[config.mk]
export PLATFORM = sky130hd
export DESIGN_NAME = byte_serializer_tx
export DESIGN_NICKNAME = d
export VERILOG_FILES = /design/src/rtl/byte_serializer_tx.sv
export SDC_FILE = /design/constraint.sdc
export NUM_CORES = 1
export LEC_CHECK = 0
export CORE_ASPECT_RATIO = 1.4
export CORE_MARGIN = 3
export CORE_UTILIZATION = 45
export CTS_CLUSTER_SIZE = 12
export DETAILED_ROUTE_END_ITERATION = 8
export REMOVE_ABC_BUFFERS = 1
export SYNTH_ARGS = -nofsm -noshare
export SYNTH_HDL_FRONTEND = slang
export SYNTH_SLANG_ARGS = --single-unit
[constraint.sdc]
create_clock -name clock_1MHz -period 7.1 [get_ports clock_1MHz]
set_clock_uncertainty 0.05 [all_clocks]
set_input_delay 2.13 -clock clock_1MHz [delete_from_list [all_inputs] [get_ports clock_1MHz]]
set_output_delay 2.13 -clock clock_1MHz [all_outputs]
set_load 0.005 [all_outputs]
[src/rtl/byte_serializer_tx.sv]
// Transmit side of the serial byte link: buffers producer bytes, then shifts each one out
// LSB-first as data bit + write strobe and commits it with a one-cycle enqueue pulse.
//
// state     | meaning
// IDLE      | nothing in flight; leave as soon as the buffer holds a byte
// WAIT_RDY  | waiting for receiver ready (status_in high); pops head into shift reg
// START     | START_DELAY cycles before the first strobe
// BIT_HI    | data_out = current bit, write_out high for BIT_HOLD cycles
// BIT_LO    | write_out low for BIT_GAP cycles, data_out held
// WAIT_DONE | waiting for status_in low, bounded by DONE_TIMEOUT
// ENQ       | one-cycle enqueue_out commit pulse
module byte_serializer_tx #(
   parameter int FIFO_DEPTH   = 4,
   parameter int START_DELAY  = 10,
   parameter int BIT_HOLD     = 10,
   parameter int BIT_GAP      = 10,
   parameter int DONE_TIMEOUT = 1000
) (
   input  logic       clock_1MHz,
   input  logic       rst,
   input  logic [7:0] byte_in,
   input  logic       load_in,
   output logic       full_out,
   output logic       busy_out,
   output logic       ovf_out,
   output logic       err_out,
   input  logic       status_in,
   output logic       data_out,
   output logic       write_out,
   output logic       enqueue_out
);

   localparam int PW    = (FIFO_DEPTH > 1) ? $clog2(FIFO_DEPTH) : 1;
   localparam int CTW   = PW + 1;
   localparam int MAX_A = (START_DELAY > BIT_HOLD) ? START_DELAY : BIT_HOLD;
   localparam int MAX_B = (BIT_GAP > DONE_TIMEOUT) ? BIT_GAP : DONE_TIMEOUT;
   localparam int MAX_P = (MAX_A > MAX_B) ? MAX_A : MAX_B;
   localparam int CW    = $clog2(MAX_P) + 1;

   typedef enum logic [2:0] {
      IDLE, WAIT_RDY, START, BIT_HI, BIT_LO, WAIT_DONE, ENQ
   } state_t;

   state_t          state_q, state_n;
   logic [CW-1:0]   cnt_q, cnt_n;
   logic [2:0]      bit_idx_q, bit_idx_n;
   logic [7:0]      shift_q;
   logic            pop, err_set, push_ok;

   logic [7:0]      mem [FIFO_DEPTH];
   logic [PW-1:0]   wr_ptr_q, rd_ptr_q;
   logic [CTW-1:0]  count_q;

   assign full_out = (count_q == CTW'(FIFO_DEPTH));
   assign busy_out = (count_q != '0) || (state_q != IDLE);
   // A pop in the same cycle frees the slot, so a push into a full buffer still lands.
   assign push_ok  = load_in && (!full_out || pop);

   always_ff @(posedge clock_1MHz) begin
      if (push_ok) mem[wr_ptr_q] <= byte_in;
   end

   always_ff @(posedge clock_1MHz or negedge rst) begin
      if (!rst) begin
         wr_ptr_q <= '0;
         rd_ptr_q <= '0;
         count_q  <= '0;
         ovf_out  <= 1'b0;
      end else begin
         if (push_ok) wr_ptr_q <= wr_ptr_q + PW'(1);
         if (pop)     rd_ptr_q <= rd_ptr_q + PW'(1);
         case ({push_ok, pop})
            2'b10:   count_q <= count_q + CTW'(1);
            2'b01:   count_q <= count_q - CTW'(1);
            default: count_q <= count_q;
         endcase
         if (load_in && !push_ok) ovf_out <= 1'b1;
      end
   end

   always_comb begin
      state_n   = state_q;
      cnt_n     = cnt_q;
      bit_idx_n = bit_idx_q;
      pop       = 1'b0;
      err_set   = 1'b0;
      case (state_q)
         IDLE: begin
            if (count_q != '0) state_n = WAIT_RDY;
         end
         WAIT_RDY: begin
            if (status_in) begin
               pop       = 1'b1;
               bit_idx_n = 3'd0;
               cnt_n     = CW'(START_DELAY - 1);
               state_n   = START;
            end
         end
         START: begin
            if (cnt_q == '0) begin
               cnt_n   = CW'(BIT_HOLD - 1);
               state_n = BIT_HI;
            end else begin
               cnt_n = cnt_q - CW'(1);
            end
         end
         BIT_HI: begin
            if (cnt_q == '0) begin
               cnt_n   = CW'(BIT_GAP - 1);
               state_n = BIT_LO;
            end else begin
               cnt_n = cnt_q - CW'(1);
            end
         end
         BIT_LO: begin
            if (cnt_q != '0) begin
               cnt_n = cnt_q - CW'(1);
            end else if (bit_idx_q == 3'd7) begin
               cnt_n   = CW'(DONE_TIMEOUT - 1);
               state_n = WAIT_DONE;
            end else begin
               bit_idx_n = bit_idx_q + 3'd1;
               cnt_n     = CW'(BIT_HOLD - 1);
               state_n   = BIT_HI;
            end
         end
         WAIT_DONE: begin
            if (!status_in) begin
               state_n = ENQ;
            end else if (cnt_q == '0) begin
               err_set = 1'b1;
               state_n = IDLE;
            end else begin
               cnt_n = cnt_q - CW'(1);
            end
         end
         ENQ: begin
            state_n = IDLE;
         end
         default: begin
            state_n = IDLE;
         end
      endcase
   end

   always_ff @(posedge clock_1MHz or negedge rst) begin
      if (!rst) begin
         state_q     <= IDLE;
         cnt_q       <= '0;
         bit_idx_q   <= '0;
         shift_q     <= '0;
         write_out   <= 1'b0;
         data_out    <= 1'b0;
         enqueue_out <= 1'b0;
         err_out     <= 1'b0;
      end else begin
         state_q     <= state_n;
         cnt_q       <= cnt_n;
         bit_idx_q   <= bit_idx_n;
         if (pop) shift_q <= mem[rd_ptr_q];
         write_out   <= (state_n == BIT_HI);
         enqueue_out <= (state_n == ENQ);
         // data_out only moves on BIT_HI entry so it is stable across the whole strobe.
         if (state_n == BIT_HI && state_q != BIT_HI) data_out <= shift_q[bit_idx_n];
         if (err_set) err_out <= 1'b1;
      end
   end

endmodule

==> results of run 1 <==
-- worst max-delay path, cell delays in order --
cell and delay [ns]:
clkdlybuf4s50_1 0.61, nand3_1 0.58, a21boi_1 0.61, and2_1 0.44
-- logic make-up (layout without fill, tap and decap cells) --
kind of cell / Yosys count / count (layout) / share of synthesized area (%)
AOI/OAI and AO/OA: 57 / 57 / 11.3
and+or+nand+nor: 118 / 118 / 17.4
buffers and inverters: 24 / 45 / 3.15
DFF: 69 / 69 / 55.9
xor gates and xnor gates: 6 / 6 / 1.56
muxes: 14 / 14 / 7.19
adders and majority gates: 9 / 9 / 3.56
-- cell type report --
class,count,area share (%)
clock inverters,7,2.58
flip-flops and latches,69,49.3
repair buffers,18,4.57
clock buffers,9,3.23
multi-input cells,204,36.2
well taps,95,3.10
inverters,11,1.08
-- state kept, by name (all words and copies together), names as in the netlist, 2 cells and up --
| signal | count |
|---|---|
| cnt_q | 11 |
| state_q | 3 |
| count_q | 3 |
| rd_ptr_q | 2 |
| shift_q | 8 |
| wr_ptr_q | 2 |
| mem | 32 |
| bit_idx_q | 3 |
-- routing by layer --
layer / part of all wire (%) / global-route usage (%) / wire [um] / up-vias
met5: 0 / 0 / 0 / -
met2: 54 / 29.3 / 3310 / 27
met3: 2.6 / 3.42 / 159 / 6
li1: - / - / - / 1113
met1: 41 / 17.8 / 2520 / 1074
met4: 1.4 / 9.71 / 88 / 0
-- metrics by stage --
stage               total power [uW]  instance area (um2)  hold WS, ns  std cells
floorplan                        574                 3310        0.405        284
global placement                 614                 3610        0.419        397
detailed placement               617                 3610        0.408        397
CTS                              971                 3830        0.425        413
global route                    1010                 3830        0.431        413
finish                           956                 3830        0.422        413
-- synth_stat cells, types with 5 or more instances --
library cell	count	share of area, %
a21oi_1	7	1.0
and2_1	6	1.1
and3_1	5	0.93
clkbuf_1	8	0.89
dfrtp_1	37	27
edfxtp_1	32	28
ha_1	8	3.0
inv_1	11	1.2
mux4_2	8	5.3
nand2_1	47	5.2
nand2b_1	7	1.3
nor2_1	26	2.9
nor4_1	6	1.1
o21ai_0	21	3.1
-- worst min path at each step --
| stage | slack [ns] | cells past startpoint | to | start |
|---|---|---|---|---|
| 3_3_place_gp | 0.42 | 1 | ovf_out | ovf_out |
| 2_1_floorplan | 0.41 | 2 | shift_q[1] | shift_q[1] |
| 3_5_place_dp | 0.41 | 1 | ovf_out | ovf_out |
| 5_1_grt | 0.43 | 1 | ovf_out | ovf_out |
| 6_report | 0.42 | 1 | ovf_out | ovf_out |
| 4_1_cts | 0.43 | 1 | ovf_out | ovf_out |
-- power breakdown --
part	internal, uW	switching [uW]	leakage (uW)
registers	476	19.2	0.000774
clock network	199	152	0.000110
logic	49.7	60.8	0.000719
==> metrics.txt, run 1 <==
FP Rows=36; port buffer count=18; layout cell share with drive strength beyond 1=between 10% and 20%; total core area=7120 um2; CP max FO=19; max frequency=roughly 0.23 GHz; clock sink count=69; critical path capture point type=flop; Post-CTS Resized=0; reg2reg path depth=7; #FFs+latches synth=69; Syn Area/Cell=11.4 um2; vias in the first global route=2,232; commonest non-fill, non-tap cell in the layout=nand2_1; Multi-input gate area=1390 um2; worst r2r src=cnt_q[0]; CTS root buf=clkbuf_8; R2R Setup Slk=4.04 ns; TritonCTS clock tree=yes; Cells after Synth=297; post-DR vias/cell=5.38; initial antenna violation count=0; Setup WS post-layout=2.66 ns; nets=roughly 330; storage element area=1890 um2; VDD IR max=147 uV; top_reg_cell synth=dfrtp_1; max cap viols=0; Slew Limit Fails=0; Final min period=between 4 and 5 ns; Least-Margin Pin Slew=0.959 ns; # diodes=0; largest net degree at the start of global routing=38; Die Footprint=~8600 um2; worst hold path class=reg -> reg; crit path launch=status_in; wire per inst=14.7 um; CTS Buffer Depth=2; Vias=~2,200; 1st-pass router iterations=4; FF-to-FF End=cnt_q[1]; post-CTS setup buffer count=0; Die X=79.2 um; Tcrit/Tclk final=between 60% and 70%; crit path capture=mem[1][7]; GRT Total Usage=16.4%; Hold-fix buffers, CTS=0; Synth cell types=54; status=complete, no violations; PD cells=around 250 nW/um2; total negative slack=0 ns; Worst-Skew Late Latency=0.34 ns; # IOs=19; RD Place Congestion=~0.83; most frequent cells in the layout=47 x nand2_1, 37 x dfrtp_1, 32 x edfxtp_1, 26 x nor2_1, 21 x o21ai_0; initial core utilization=around 47%; synthesis warning total=0; Leakage=0.00160 uW; Setup CP Type=in -> reg; Post-synth EDFFs=32; final setup vio count=0; post-synthesis sequential area ratio=55.9%; Worst slew margin=35.6%; grt total ovfl=0; final hold vios=0; first-pass GRT wire length=10,700 um; kind of start point of the critical path=input port; remaining antenna violation count after routing=0; DR DRC count=0; Critical Path AT=4.38 ns; DR iter-0 viols=59; synthesized area=3380 um2; Post-synth ARST share=a little over half; required time worst endpoint=between 7 and 8 ns; unrepaired setup endpoints after global routing=no; number of fill cells in the layout=661; wirelength, routed=around 6100 um; height of the die=109 um; Area Growth Syn to Fin=13.4%; pre-CTS setup slack=2.31 ns; final core utilization=53.8%; DP Wirelength=around 4300 um; CTS Buf Count=9; H-Tree Depth=3; clk slew on worst S/H paths=0.07 ns
Note: power is estimated with default switching activity, not from simulation.
==> inputs of run 2 (changes only) <==
Settings changed: PLACE_DENSITY from default to 0.65.
Clock period 7.1 ns to 3.8 ns, I/O delays scaled along.
==> run 2 against run 1 <==
Critical path depth is 1 lower. Highest routed layer unchanged. Combinational power is 86% higher. Non-clock buffer count is 4 higher.
==> metrics.txt, run 2 (synthesis gave the netlist of run 1 again) <==
CTS Buffer Depth=2; VDD IR max=between 300 and 400 uV; max reg flops=32; DP Wirelength=4330 um; Least-Margin Pin Slew=0.918 ns; layout cell share with drive strength beyond 1=11.5%; CTS Buf Count=9; reg2reg path depth=10; critical path capture point type=primary output; Final min period=3.13 ns; post-CTS setup buffer count=0; total negative slack=0 ns; Top reg by flops=mem; clk slew on worst S/H paths=0.08 ns; required time worst endpoint=2.61 ns; crit path capture=busy_out; Hold-fix buffers, CTS=0; max cap viols=0; PD cells=451 nW/um2; wirelength, routed=roughly 6000 um; TritonCTS clock tree=yes; port buffer count=18; post-DR vias/cell=5.35; internal power=1290 uW; Die X=79.2 um; clock sink count=69; Critical Path AT=1.94 ns; FP Rows=36; FF-to-FF End=data_out; largest registers=mem: 32 flops, cnt_q: 11 flops, shift_q: 8 flops; Tcrit/Tclk final=82.3%; vias in the first global route=2,181; height of the die=109 um; Combinational Power Share=roughly an eighth; R2R Setup Slk=0.73 ns; RD Place Congestion=a little over 0.8; Clk pwr share=34.7%; first-pass GRT wire length=10,300 um; post-place instance area=~3600 um2; Slew Limit Fails=0; # diodes=0; status=complete, no violations; CP cell instances=nor4_1 -> nand2_1 -> clkdlybuf4s50_1; total core area=7120 um2; worst hold path class=reg -> reg; CTS root buf=clkbuf_8; CP max-delay cell=nor4_1; final hold vios=0; wire per inst=14.3 um; max frequency=0.320 GHz; remaining antenna violation count after routing=0; most frequent cells in the layout=47 x nand2_1, 37 x dfrtp_1, 32 x edfxtp_1, 26 x nor2_1, 21 x o21ai_0; switch share=approximately a quarter; # IOs=19; largest net degree at the start of global routing=38; net switching power=440 uW; Flop pwr share=between 50 and 60%; Setup CP Type=reg -> out; Die Footprint=between 8000 and 9000 um2; Vias=2,232; unrepaired setup endpoints after global routing=no; 1st-pass router iterations=4; final core utilization=54.0%; CP max stage delay=0.52 ns; nets=338; hold_ws=0.425 ns; initial core utilization=47.5%; crit path launch=state_q[1]; post-route cell area=3840 um2; CP max FO=12; commonest non-fill, non-tap cell in the layout=nand2_1; Post-CTS Resized=0; Worst-Skew Late Latency=roughly 0.34 ns; DR DRC count=0; kind of start point of the critical path=flop; Worst slew margin=38.4%; initial antenna violation count=0; Area Growth Syn to Fin=13.7%; DR iter-0 viols=between 200 and 250; worst r2r src=cnt_q[0]; grt total ovfl=0; final setup vio count=0; GRT Total Usage=15.5%; H-Tree Depth=3; Leakage=0.00161 uW
[run 2: cell types whose count changed in the layout (fill, tap and decap cells not counted)]
cell        previous run  this run
buf_4                  0         4
inv_6                  1         3
bufinv_16              2         1
clkinv_2               1         0
clkinv_4               2         1
clkinvlp_4             1         2
[run 2: metrics by stage]
step	setup slack, ns	total power (uW)	instances
global route	0.518	1830	417
detailed placement	0.646	1160	401
floorplan	1.15	1070	284
CTS	0.652	1760	417
finish	0.671	1730	417
global placement	0.677	1140	401
[run 2: worst min-delay path by stage]
stage	from	endpoint	slack [ns]	cells after the start
after floorplan	shift_q[1]	shift_q[1]	0.41	2
after global placement	err_out	err_out	0.40	1
after detailed placement	err_out	err_out	0.42	1
after CTS	err_out	err_out	0.44	1
after global routing	count_q[2]	count_q[2]	0.47	1
final	err_out	err_out	0.42	1
[run 2: final cells by class]
cell class / instances / area (um2)
fill: 629 / 3280
inverter: 11 / 41.3
tap: 95 / 119
sequential: 69 / 1890
multi-input combinational: 204 / 1390
clock buffer: 9 / 124
clock inverter: 7 / 80.1
timing repair buffer: 22 / 205
[run 2: worst max-delay path: cells and delay by family (launching register included)]
family	cells	cell delay (ns)
DFF	1	0.51
and+or+nand+nor	2	0.62
buffers and inverters	1	0.46
[run 2: routing by layer]
metal  routed length (um)  track usage (%)
met5                    0                0
met4                   78             6.14
met3                  149             3.50
met2                 3180             27.5
met1                 2570             18.1
[run 2: power groups by stage]
stage / clock network [uW] / registers [uW] / logic (uW)
2_1_floorplan: 0 / 929 / 143
5_1_grt: 652 / 936 / 238
4_1_cts: 619 / 927 / 213
3_3_place_gp: 0 / 940 / 205
6_report: 600 / 924 / 207
3_5_place_dp: 0 / 942 / 213
==> inputs of run 3 (changes only) <==
Clock period 3.8 ns to 2.6 ns, I/O delays scaled along.
==> run 3 against run 2 <==
The flow now finishes with violations (negative setup slack). Core utilization up 4.8 points. Non-clock buffer count grew 33. Flip-flop and latch count unchanged. Total power increased by 49%. Setup slack worse by 0.79 ns. Combinational power grew 94%. Clock power up 38%. Design area up 8.8%. Clock-buffer cell count unchanged. Critical endpoint is now data_out. Largest power group unchanged.
==> metrics.txt, run 3 (synthesis gave the netlist of run 1 again) <==
critical path capture point type=flop; failing checks=negative setup slack; Tcrit/Tclk final=105%; H-Tree Depth=3; met1 Track Usage GR=19.3%; initial core utilization=47.5%; net switching power=703 uW; busiest grt layer=met2; clk slew on worst S/H paths=0.08 ns; required time worst endpoint=2.79 ns; worst hold path class=in -> async; remaining antenna violation count after routing=0; GRT Total Usage=17.5%; DP Wirelength=4800 um; largest registers=mem: 32 flops, cnt_q: 11 flops, shift_q: 8 flops; met3 usage=a little under 3%; unrepaired setup endpoints after global routing=yes; final core utilization=58.7%; Worst slew margin=61.5%; largest net degree at the start of global routing=26; pre-CTS setup slack=-0.0238 ns; # IOs=19; CTS root buf=clkbuf_8; Setup WS post-layout=-0.123 ns; commonest non-fill, non-tap cell in the layout=nand2_1; first-pass GRT wire length=11,300 um; Least-Margin Pin Slew=0.577 ns; Tot Pwr=between 2000 and 3000 uW; DR DRC count=0; kind of start point of the critical path=flop; FP Rows=36; nets=about 370; max frequency=0.367 GHz; Hold-fix buffers, CTS=0; CP max FO=5; Clk pwr share=about a third; grt total ovfl=0; RD Place Congestion=0.878; final setup vio count=2; final hold vios=0; 1st-pass router iterations=4; DR iter-0 viols=approximately 160; PD cells=616 nW/um2; layout cell share with drive strength beyond 1=23.4%; vias in the first global route=2,427; max cap viols=0; post-DR vias/cell=5.40; initial antenna violation count=0; wirelength, routed=just under 7000 um; port buffer count=18; Combinational Power Share=15.6%; switch share=between 20% and 30%; height of the die=109 um; total negative slack=-0.149 ns; Setup CP Type=reg -> reg; # diodes=0; Die X=~79 um; clock sink count=between 60 and 70; Leakage=around 0.0018 uW; Vias=2,429; Slew Limit Fails=0; status=complete, but fails checks; Final min period=2.72 ns; internal power=1870 uW; CTS Buf Count=9; GR Layer Usage met2=between 30% and 40%; Inst Count DP=428; Top reg by flops=mem; most frequent cells in the layout=45 x nand2_1, 37 x dfrtp_1, 33 x buf_4, 32 x edfxtp_1, 25 x nor2_1; wire per inst=roughly 15 um; Area Growth Syn to Fin=23.7%; total core area=7120 um2; Die Footprint=around 8600 um2; TritonCTS clock tree=yes; Critical Path AT=about 2.9 ns; Worst-Skew Late Latency=0.35 ns; CTS Buffer Depth=2; VDD IR max=531 uV; Flop pwr share=52.3%; max reg flops=32; Post-Layout Cell Count=450
run 3: cell types whose count changed in the layout (fill, tap and decap cells not counted), moves of 2 or more:
cell     change
buf_12       +4
a21oi_2      +2
o21ai_1      +7
a21oi_1      -2
o21ai_0      -8
buf_4       +29
nand2_1      -2
run 3: what timing repair did:
item                       4_1_cts  5_1_grt
pin swaps                        0       12
gates resized for setup          0       22
buffers inserted                 0        8
setup endpoints to repair        1        9
run 3: cell type report:
class / instances / area (um2)
inverters: 11 / 41.3
well taps: 95 / 119
clock buffers: 9 / 124
repair buffers: 55 / 503
flip-flops and latches: 69 / 1890
clock inverters: 7 / 62.6
fillers: 637 / 2940
multi-input cells: 204 / 1440
run 3: routing by layer:
layer  routed length (um)  part of all wire (%)
met3                  140                   2.1
met2                 3700                    55
met1                 2700                    40
met5                    0                     0
met4                  189                   2.8
run 3: worst paths after layout:
| kind | cells after the start | endpoint | from | slack, ns |
|---|---|---|---|---|
| worst max-delay path | 10 | data_out | cnt_q[1] | -0.12 |
| worst max register to register | 10 | data_out | cnt_q[1] | -0.12 |
| worst min register to register | 1 | ovf_out | ovf_out | 0.42 |
| worst min-delay path | 1 | cnt_q[2] | rst | 0.25 |
| max in group asynchronous | 2 | shift_q[4] | rst | 1.62 |
| min in group clock_1MHz | 1 | ovf_out | ovf_out | 0.42 |
run 3: critical path: stages, from the launching register on:
cell and delay, ns:
dfrtp_1 0.38, inv_1 0.06, ha_2 0.17, or4b_4 0.50, buf_4 0.16, or4_4 0.52
a31oi_2 0.20, o32ai_2 0.11, and3_1 0.16, and2b_1 0.17, mux2i_1 0.11
run 3: stage by stage:
step	hold WS (ns)	instance area, um2
floorplan	0.405	3310
detailed placement	0.407	3890
finish	0.246	4180
CTS	0.248	4080
global placement	0.400	3890
global route	0.255	4180
run 3: power groups by stage:
| stage | registers, uW | logic, uW | clock network [uW] |
|---|---|---|---|
| final | 1350 | 402 | 826 |
| after global routing | 1360 | 465 | 893 |
| after CTS | 1350 | 415 | 847 |
| after detailed placement | 1370 | 412 | 0 |
| after global placement | 1370 | 402 | 0 |
| after floorplan | 1360 | 209 | 0 |
